[src/rtl/light_phase_monitor.sv]
// Receive-side phase checker for a two-approach traffic-light controller.
// Optional fault-mode red blinking is enabled by defining LIGHT_PHASE_MONITOR_FLASH_EN.
module light_phase_monitor #(
    parameter int MAX_DWELL = 200,
    parameter int DWELL_W   = 8,
    parameter int FLASH_DIV = 16
) (
    input  logic               i_clk,
    input  logic               i_reset,
    input  logic [1:0]         i_light_a,
    input  logic [1:0]         i_light_b,
    input  logic               i_clear,
    output logic [2:0]         o_lamp_a,
    output logic [2:0]         o_lamp_b,
    output logic               o_locked,
    output logic [1:0]         o_phase,
    output logic [DWELL_W-1:0] o_dwell,
    output logic               o_fault,
    output logic [1:0]         o_fault_code
);

    localparam logic [1:0] ST_SYNC  = 2'd0;
    localparam logic [1:0] ST_RUN   = 2'd1;
    localparam logic [1:0] ST_FAULT = 2'd2;

    localparam logic [1:0] CODE_NONE    = 2'b00;
    localparam logic [1:0] CODE_TRANS   = 2'b01;
    localparam logic [1:0] CODE_PAIR    = 2'b10;
    localparam logic [1:0] CODE_TIMEOUT = 2'b11;

    localparam logic [2:0] LAMP_RED = 3'b100;

    if (MAX_DWELL >= (1 << DWELL_W) || FLASH_DIV < 1) begin : g_bad_params
        $error("light_phase_monitor: MAX_DWELL must fit in DWELL_W bits and FLASH_DIV must be positive");
    end

    // Returns {legal, phase_index} for a sampled code pair.
    function automatic logic [2:0] classify_pair(input logic [1:0] a, input logic [1:0] b);
        logic [2:0] res;
        case ({a, b})
            4'b00_10: res = {1'b1, 2'd0};
            4'b01_11: res = {1'b1, 2'd1};
            4'b10_00: res = {1'b1, 2'd2};
            4'b11_01: res = {1'b1, 2'd3};
            default:  res = {1'b0, 2'd0};
        endcase
        return res;
    endfunction

    function automatic logic [2:0] decode_lamp(input logic [1:0] code);
        logic [2:0] lamp;
        case (code)
            2'b00:   lamp = 3'b001;
            2'b01:   lamp = 3'b010;
            2'b10:   lamp = 3'b100;
            2'b11:   lamp = 3'b110;
            default: lamp = LAMP_RED;
        endcase
        return lamp;
    endfunction

    logic [1:0]         state_r, state_s;
    logic [2:0]         lamp_a_r, lamp_a_s;
    logic [2:0]         lamp_b_r, lamp_b_s;
    logic               locked_r, locked_s;
    logic [1:0]         phase_r, phase_s;
    logic [DWELL_W-1:0] dwell_r, dwell_s;
    logic               fault_r, fault_s;
    logic [1:0]         code_r, code_s;

    logic [2:0]         pair_s;
    logic               pair_ok_s;
    logic [1:0]         pair_idx_s;
    logic [1:0]         next_phase_s;
    logic               enter_fault_s;
    logic [1:0]         entry_code_s;

`ifdef LIGHT_PHASE_MONITOR_FLASH_EN
    localparam int BLINK_W = (FLASH_DIV > 1) ? $clog2(FLASH_DIV) : 1;
    logic [BLINK_W-1:0] blink_cnt_r, blink_cnt_s;
`endif

    assign pair_s       = classify_pair(i_light_a, i_light_b);
    assign pair_ok_s    = pair_s[2];
    assign pair_idx_s   = pair_s[1:0];
    assign next_phase_s = phase_r + 2'd1;

    // Classify the sampled pair against the tracked phase and decide the next state.
    always_comb begin
        state_s       = state_r;
        lamp_a_s      = lamp_a_r;
        lamp_b_s      = lamp_b_r;
        locked_s      = locked_r;
        phase_s       = phase_r;
        dwell_s       = dwell_r;
        fault_s       = fault_r;
        code_s        = code_r;
        enter_fault_s = 1'b0;
        entry_code_s  = CODE_NONE;
`ifdef LIGHT_PHASE_MONITOR_FLASH_EN
        blink_cnt_s   = blink_cnt_r;
`endif
        case (state_r)
            ST_SYNC: begin
                if (pair_ok_s) begin
                    state_s  = ST_RUN;
                    locked_s = 1'b1;
                    phase_s  = pair_idx_s;
                    dwell_s  = '0;
                    lamp_a_s = decode_lamp(i_light_a);
                    lamp_b_s = decode_lamp(i_light_b);
                end else begin
                    lamp_a_s = LAMP_RED;
                    lamp_b_s = LAMP_RED;
                end
            end
            ST_RUN: begin
                if (!pair_ok_s) begin
                    enter_fault_s = 1'b1;
                    entry_code_s  = CODE_PAIR;
                end else if (pair_idx_s == phase_r) begin
                    if (dwell_r == DWELL_W'(MAX_DWELL)) begin
                        enter_fault_s = 1'b1;
                        entry_code_s  = CODE_TIMEOUT;
                    end else begin
                        dwell_s  = dwell_r + {{(DWELL_W-1){1'b0}}, 1'b1};
                        lamp_a_s = decode_lamp(i_light_a);
                        lamp_b_s = decode_lamp(i_light_b);
                    end
                end else if (pair_idx_s == next_phase_s) begin
                    phase_s  = next_phase_s;
                    dwell_s  = '0;
                    lamp_a_s = decode_lamp(i_light_a);
                    lamp_b_s = decode_lamp(i_light_b);
                end else begin
                    enter_fault_s = 1'b1;
                    entry_code_s  = CODE_TRANS;
                end
            end
            ST_FAULT: begin
                if (i_clear) begin
                    state_s  = ST_SYNC;
                    fault_s  = 1'b0;
                    code_s   = CODE_NONE;
                    dwell_s  = '0;
                    lamp_a_s = LAMP_RED;
                    lamp_b_s = LAMP_RED;
                end else begin
`ifdef LIGHT_PHASE_MONITOR_FLASH_EN
                    // Red toggles once every FLASH_DIV cycles spent in FAULT.
                    if (blink_cnt_r == BLINK_W'(FLASH_DIV - 1)) begin
                        blink_cnt_s = '0;
                        lamp_a_s    = {~lamp_a_r[2], 2'b00};
                        lamp_b_s    = {~lamp_b_r[2], 2'b00};
                    end else begin
                        blink_cnt_s = blink_cnt_r + {{(BLINK_W-1){1'b0}}, 1'b1};
                    end
`else
                    lamp_a_s = LAMP_RED;
                    lamp_b_s = LAMP_RED;
`endif
                end
            end
            default: begin
                state_s  = ST_SYNC;
                locked_s = 1'b0;
                lamp_a_s = LAMP_RED;
                lamp_b_s = LAMP_RED;
            end
        endcase

        // Fault entry freezes phase/dwell and forces red on both approaches.
        if (enter_fault_s) begin
            state_s  = ST_FAULT;
            locked_s = 1'b0;
            fault_s  = 1'b1;
            code_s   = entry_code_s;
            lamp_a_s = LAMP_RED;
            lamp_b_s = LAMP_RED;
`ifdef LIGHT_PHASE_MONITOR_FLASH_EN
            blink_cnt_s = '0;
`endif
        end else begin
            locked_s = (state_s == ST_RUN);
        end
    end

    // State and output registers.
    always_ff @(posedge i_clk or posedge i_reset) begin
        if (i_reset) begin
            state_r  <= ST_SYNC;
            lamp_a_r <= LAMP_RED;
            lamp_b_r <= LAMP_RED;
            locked_r <= 1'b0;
            phase_r  <= 2'd0;
            dwell_r  <= '0;
            fault_r  <= 1'b0;
            code_r   <= CODE_NONE;
        end else begin
            state_r  <= state_s;
            lamp_a_r <= lamp_a_s;
            lamp_b_r <= lamp_b_s;
            locked_r <= locked_s;
            phase_r  <= phase_s;
            dwell_r  <= dwell_s;
            fault_r  <= fault_s;
            code_r   <= code_s;
        end
    end

`ifdef LIGHT_PHASE_MONITOR_FLASH_EN
    // Fault-mode blink counter.
    always_ff @(posedge i_clk or posedge i_reset) begin
        if (i_reset) begin
            blink_cnt_r <= '0;
        end else begin
            blink_cnt_r <= blink_cnt_s;
        end
    end
`endif

    assign o_lamp_a     = lamp_a_r;
    assign o_lamp_b     = lamp_b_r;
    assign o_locked     = locked_r;
    assign o_phase      = phase_r;
    assign o_dwell      = dwell_r;
    assign o_fault      = fault_r;
    assign o_fault_code = code_r;

endmodule
[config.mk]
export PLATFORM = sky130hd
export DESIGN_NAME = light_phase_monitor
export DESIGN_NICKNAME = d
export VERILOG_FILES = /design/src/rtl/light_phase_monitor.sv
export SDC_FILE = /design/constraint.sdc
export NUM_CORES = 1
export LEC_CHECK = 0
export CAP_MARGIN = 20
export CORE_ASPECT_RATIO = 0.6
export CORE_MARGIN = 4
export CORE_UTILIZATION = 46
export DETAILED_ROUTE_END_ITERATION = 7
export PLACE_DENSITY = 0.81
export SLEW_MARGIN = 10
export SYNTH_ARGS = -nofsm -noshare
export SYNTH_HDL_FRONTEND = slang
export SYNTH_SLANG_ARGS = --single-unit
[constraint.sdc]
create_clock -name i_clk -period 3.95 [get_ports i_clk]
set_clock_uncertainty 0.2 [all_clocks]
set_input_delay 0.9875 -clock i_clk [delete_from_list [all_inputs] [get_ports i_clk]]
set_output_delay 0.9875 -clock i_clk [all_outputs]
set_load 0.01 [all_outputs]
==> results by group, run 1 <==
Worst hold path
  • Hold path start: o_fault
  • Hold crit path type: reg2reg

Worst setup path
  • Reg2reg start: o_phase[0]
  • Setup crit start kind: primary input
  • Worst setup EP type: flip-flop
  • Worst path max stage delay: 710 ps
  • Crit-path cells: clkdlybuf4s50_1, nand2b_1, a221o_1, o21a_1, o31a_4, or4_1, a21oi_1
  • Bufs and invs on worst path: 1
  • Critical Path AT: ~3400 ps
  • Worst EP required: 3950 ps
  • Setup crit start: i_light_a[1]
  • Setup Crit Path Kind: in2reg
  • Worst path top cell family by delay: compound AO/OA/AOI/OAI gates
  • Slowest CP cell: clkdlybuf4s50_1
  • Crit path max fanout: 13

Power
  • Max VDD drop: 0.000302 V
  • Total chip power: between 800 and 900 uW
  • Power Dens Cells: 515 nW/um^2
  • Sw Share: 35.4%
  • Sequential power share: 36.7%
  • Psw: 311 uW
  • P_leak: roughly 0.7 nW
  • Power Internal: 569 uW
  • Clk pwr share: 23.9%
  • Comb pwr share: 39.4%

Drt
  • Initial DRT Pass Iterations: 4
  • Routed via count: 1261
  • Post-route ant nets: 0
  • DR iter-0 viols: 108
  • Routed wire length: 3260 um
  • # DRC: 0
  • Via density per instance: 5.73
  • WL per Instance: 14.8 um

CTS
  • Post-cts resize count: 0
  • Post-CTS Setup Inserts: 0
  • Reg clk slew, reported paths: 80 ps
  • Clock root buffer: clkbuf_8
  • Maximum root-to-sink buffer count: 2
  • Worst skew pair latency: 270 ps
  • Htree depth: 1
  • Sink Count: 22
  • CTS Buf Count: 3
  • Post-CTS Hold Fix Bufs: 0
  • CTS tree: done

Die
  • # IOs: 27
  • Die Span Y: 50.1 um
  • Total die area: between 3000 and 4000 um^2
  • Starting density of the core: 51.0%
  • Horiz. Die Dim: 78.1 um
  • Core Rows: 14
  • Core area: between 2000 and 3000 um^2

Cells and area
  • Commonest non-fill, non-tap cell in the layout: clkdlybuf4s50_1
  • Area Overhead vs Synth: 25.7%
  • Fin cells: 220
  • Most frequent cells in the layout: clkdlybuf4s50_1, dfrtp_1, nand2_1, o21ai_0
  • Ant diodes: 0
  • Fin nets: 190
  • Core Util, Final: roughly 64%
  • Share of cells above drive strength 1: 6.11%
  • Final instance area: 1710 um^2

Synthesis
  • Ys flop type: dfrtp_1
  • Synth cell types: 44
  • Post-Syn Nets: 165
  • Yosys warns: 0
  • Post-synth EDFFs: 0
  • Synth Register Bits: 22
  • Gate Count Post-Synth: 156
  • Mapped Avg Cell Area: approximately 8.7 um^2
  • Sequential area share after synthesis: 40.7%
  • Async SR Flop Fraction: 100%
  • Syn Std Cell Area: 1360 um^2

Timing
  • Fin worst setup slack: approximately 570 ps
  • Final Hold Viols: 0
  • Final TNS setup: 0 ps
  • Hold slack final: 284 ps
  • Fin. max-slew vios: 0
  • Final setup fails: 0
  • Unrepaired setup endpoints after global routing: no
  • Max Clock Freq: 296 MHz
  • Max-Slew Margin vs Limit: 45.7%
  • Tcrit/Tclk final: a little under nine tenths
  • Worst-Margin Slew: 813 ps
  • Final worst path period need: between 3000 and 4000 ps

Placed design
  • Hpwl dp: about 2400 um
  • Routability cong.: 0.873
  • Pre-CTS WS: between 300 and 400 ps
  • PortBufs: 26
  • Placed Instance Area: 1640 um^2
  • Placed cells: 216

Run
  • MaxCap Viol Count: 0

Global routing
  • First-pass GRT wire length: 5470 um
  • Initial antenna violation count: 0
  • Largest net degree at the start of global routing: 23
  • Vias in the first global route: 1125
  • Grt ovf: 0
  • Total GRT Usage: 17.4%

Run status
  • Result of the run: complete, no violations
[registers in the layout, summed over array words and instances (netlist names)]
name,cells
o_dwell,8
o_fault,1
o_fault_code,2
o_lamp_a,3
o_lamp_b,3
o_locked,1
o_phase,2
state_r,2
[layout make-up]
class                   instances  area, um^2
well taps                      40        50.0
clock inverters                 1        30.0
multi-input cells             114         712
fillers                       219         956
repair buffers                 28         275
flip-flops and latches         22         553
inverters                      12        45.0
clock buffers                   3        41.3
[worst reg2reg max path, cell delays in order (launching register included)]
cell and delay, ps:
dfrtp_1 540, nor4bb_1 350, a221o_1 220, nor3_1 80
o31a_4 400, or4_1 490, a21oi_1 150
[layer usage]
layer  GRT usage (%)  routed length [um]  vias to the layer above
met5               0                   0                        -
met4            2.33                  31                        0
met3            4.73                 286                        6
met2            25.7                1370                       57
met1            25.7                1570                      587
li1                -                   -                      611
[final timing paths]
| path | slack, ps | cells after the start | endpoint |
|---|---|---|---|
| min in group asynchronous | 980 | 2 | o_dwell[6] |
| max | 570 | 7 | o_dwell[6] |
| min | 280 | 1 | o_fault |
| max reg2reg | 1460 | 6 | o_dwell[6] |
| min reg2reg | 280 | 1 | o_fault |
| max in group asynchronous | 2060 | 2 | state_r[1] |
[cell families after synthesis]
kind of cell    synth area share, %
compound gates                 20.6
xor+xnor                       1.29
fa+ha+maj                      1.84
buf+inv                        6.82
flops                          40.7
mux                            2.95
simple gates                   25.7
[cell usage after synthesis, types with 3 or more instances]
library cell  count  area, um^2
a21o_1            3        22.5
clkbuf_1          3        11.3
dfrtp_1          20         500
and3_1            3        18.8
o21ai_0          13        65.1
o21a_1            3        22.5
a21oi_1          12        60.1
or4_1             3        22.5
nand3_1           5        25.0
mux2i_1           4        40.0
nor3_1            4        20.0
nor2_1           11        41.3
inv_1            12        45.0
nand2b_1          3        18.8
nand2_1          13        48.8
nand3b_1          4        30.0
[power groups by stage]
stage | Sequential, mW | Clock [mW] | Combinational, mW
final | 0.323 | 0.211 | 0.346
after global placement | 0.326 | 0 | 0.336
after floorplan | 0.311 | 0 | 0.238
after CTS | 0.323 | 0.212 | 0.345
after detailed placement | 0.326 | 0 | 0.342
after global routing | 0.332 | 0.226 | 0.378
(Power assumes the default switching activity.)
==> run 2: changes to the inputs <==
CTS_BUF_LIST = sky130_fd_sc_hd__clkbuf_16   (was default)
RECOVER_POWER = 100   (was default)
==> run 2 against run 1 <==
  * Clock power is 32% higher
  * Total power rose by 5.5%
  * Register-to-register slack got worse by 20 ps
  * Flip-flop and latch count unchanged
  * Setup slack got worse by 140 ps
  * Clock-buffer cell count is the same
  * Critical path type unchanged
  * Critical endpoint unchanged
  * Largest power group unchanged
==> results by group, run 2 (synthesized netlist as in run 1, its figures left out) <==
Timing
  • Final setup fails: 0 (unchanged)
  • Unrepaired setup endpoints after global routing: no
  • Final Hold Viols: 0 (unchanged)
  • Worst-Margin Slew: 815 ps (+1.57 ps)
  • Tcrit/Tclk final: 88.9% (+3.4 points)
  • Final worst path period need: 3510 ps (+135 ps)
  • Max Clock Freq: 285 MHz (-3.8%)
  • Fin. max-slew vios: 0 (unchanged)
  • Final TNS setup: 0 ps (unchanged)
  • Max-Slew Margin vs Limit: 45.6% (-0.10 points)

Drt
  • Post-route ant nets: 0 (unchanged)
  • Routed wire length: 3290 um (+0.92%)
  • # DRC: 0 (unchanged)
  • Routed via count: 1259 (-0.16%)
  • Initial DRT Pass Iterations: 4 (unchanged)
  • DR iter-0 viols: 117 (+8.3%)
  • WL per Instance: 14.9 um (+0.92%)
  • Via density per instance: 5.72 (-0.16%)

Cells and area
  • Share of cells above drive strength 1: 5.56% (-0.56 points)
  • Fin cells: 220 (unchanged)
  • Core Util, Final: 65.0% (+0.94 points)
  • Fillers: 219 (unchanged)
  • Commonest non-fill, non-tap cell in the layout: dlygate4sd3_1
  • Fin nets: 190 (unchanged)
  • Max FFs per register: 8 (unchanged)
  • Area Overhead vs Synth: 27.6%
  • Ant diodes: 0 (unchanged)
  • Most frequent cells in the layout: dlygate4sd3_1, dfrtp_1, nand2_1, o21ai_0

CTS
  • Htree depth: 1 (unchanged)
  • CTS tree: done
  • Clock root buffer: clkbuf_16
  • Worst skew pair latency: 250 ps (-20 ps)
  • Maximum root-to-sink buffer count: 2 (unchanged)
  • CTS Buf Count: 3 (unchanged)
  • Post-CTS Hold Fix Bufs: 0 (unchanged)
  • Reg clk slew, reported paths: 60 ps (-20 ps)
  • Sink Count: 22 (unchanged)
  • Post-cts resize count: 0 (unchanged)
  • Post-CTS Setup Inserts: 0 (unchanged)

Worst setup path
  • FF-to-FF setup slack: 1440 ps (-20 ps)
  • Setup crit start kind: primary input
  • Setup Crit Path Kind: in2reg
  • Critical Path AT: 3490 ps (+110 ps)
  • Worst EP required: 3930 ps (-20 ps)
  • Crit path max fanout: 13 (unchanged)
  • Worst setup EP type: flip-flop

Die
  • Core Rows: 14 (unchanged)
  • Starting density of the core: 51.0% (unchanged)
  • Total die area: 3910 um^2 (unchanged)
  • # IOs: 27 (unchanged)
  • Die Span Y: 50.1 um (unchanged)
  • Core area: 2660 um^2 (unchanged)
  • Horiz. Die Dim: 78.1 um (unchanged)

Placed design
  • Hpwl dp: 2440 um (unchanged)
  • Placed cells: 216 (unchanged)
  • PortBufs: 26 (unchanged)
  • Routability cong.: 0.873 (unchanged)

Power
  • Power Dens Cells: 536 nW/um^2 (+4.0%)
  • P_leak: 0.767 nW (+7.4%)
  • Max VDD drop: 0.000319 V (+5.6%)

Worst hold path
  • Hold crit path type: reg2reg

Run
  • MaxCap Viol Count: 0 (unchanged)

Global routing
  • Total GRT Usage: 17.6% (+0.27 points)
  • Vias in the first global route: 1107 (-1.6%)
  • Initial antenna violation count: 0 (unchanged)
  • First-pass GRT wire length: 5500 um (+0.51%)
  • Largest net degree at the start of global routing: 23 (unchanged)
  • Grt ovf: 0 (unchanged)

Run status
  • Result of the run: complete, no violations
run 2: changes by cell type in the layout (fill, tap and decap cells not counted), sizes merged:
cell           change
clkdlybuf4s50     -22
dlygate4sd3       +22
run 2: worst paths after layout:
path	from	to	cells past startpoint
max	i_light_a[1]	o_dwell[6]	7
min	o_fault	o_fault	1
max reg2reg	o_phase[0]	o_dwell[6]	6
min reg2reg	o_fault	o_fault	1
max in group asynchronous	i_reset	state_r[0]	2
min in group asynchronous	i_reset	o_dwell[6]	2
run 2: layer usage:
metal | track usage (%) | share of wire [%] | routed length, um
met5 | 0 | 0 | 0
met4 | 3.20 | 0.40 | 13
met3 | 5.27 | 9.3 | 307
met2 | 25.7 | 44 | 1450
met1 | 25.8 | 46 | 1520
run 2: cell type report:
class	count	area [um^2]	share of cell area, %
sequential	22	553	31.9
tap	40	50.0	2.89
clock buffer	3	75.1	4.34
multi-input combinational	114	703	40.6
inverter	12	45.0	2.60
clock inverter	1	30.0	1.73
timing repair buffer	28	275	15.9
run 2: power breakdown:
part | internal [mW] | switching (mW) | leakage, nW
combinational | 0.147 | 0.180 | 0.428
sequential | 0.267 | 0.0541 | 0.288
clock | 0.201 | 0.0779 | 0.0511
run 2: worst max-delay path: stages:
cell	delay, ps
dlygate4sd3_1	780
nand2b_1	120
a221o_1	380
o21a_1	200
o31a_1	360
or4_1	510
a21oi_1	150
run 2: stage by stage:
step                setup WS [ps]  total power, mW  instance area [um^2]  hold WS (ps)
floorplan                    1070            0.549                  1360           318
global placement              412            0.662                  1640           264
detailed placement            327            0.668                  1640           269
CTS                           586            0.953                  1740           287
global route                  327            0.989                  1730           310
finish                        437            0.928                  1730           274
==> run 3: changes to the inputs <==
TNS_END_PERCENT = 20   (was default)
==> results of run 3 <==
No change in the layout: final DEF, timing and power equal those of run 2.
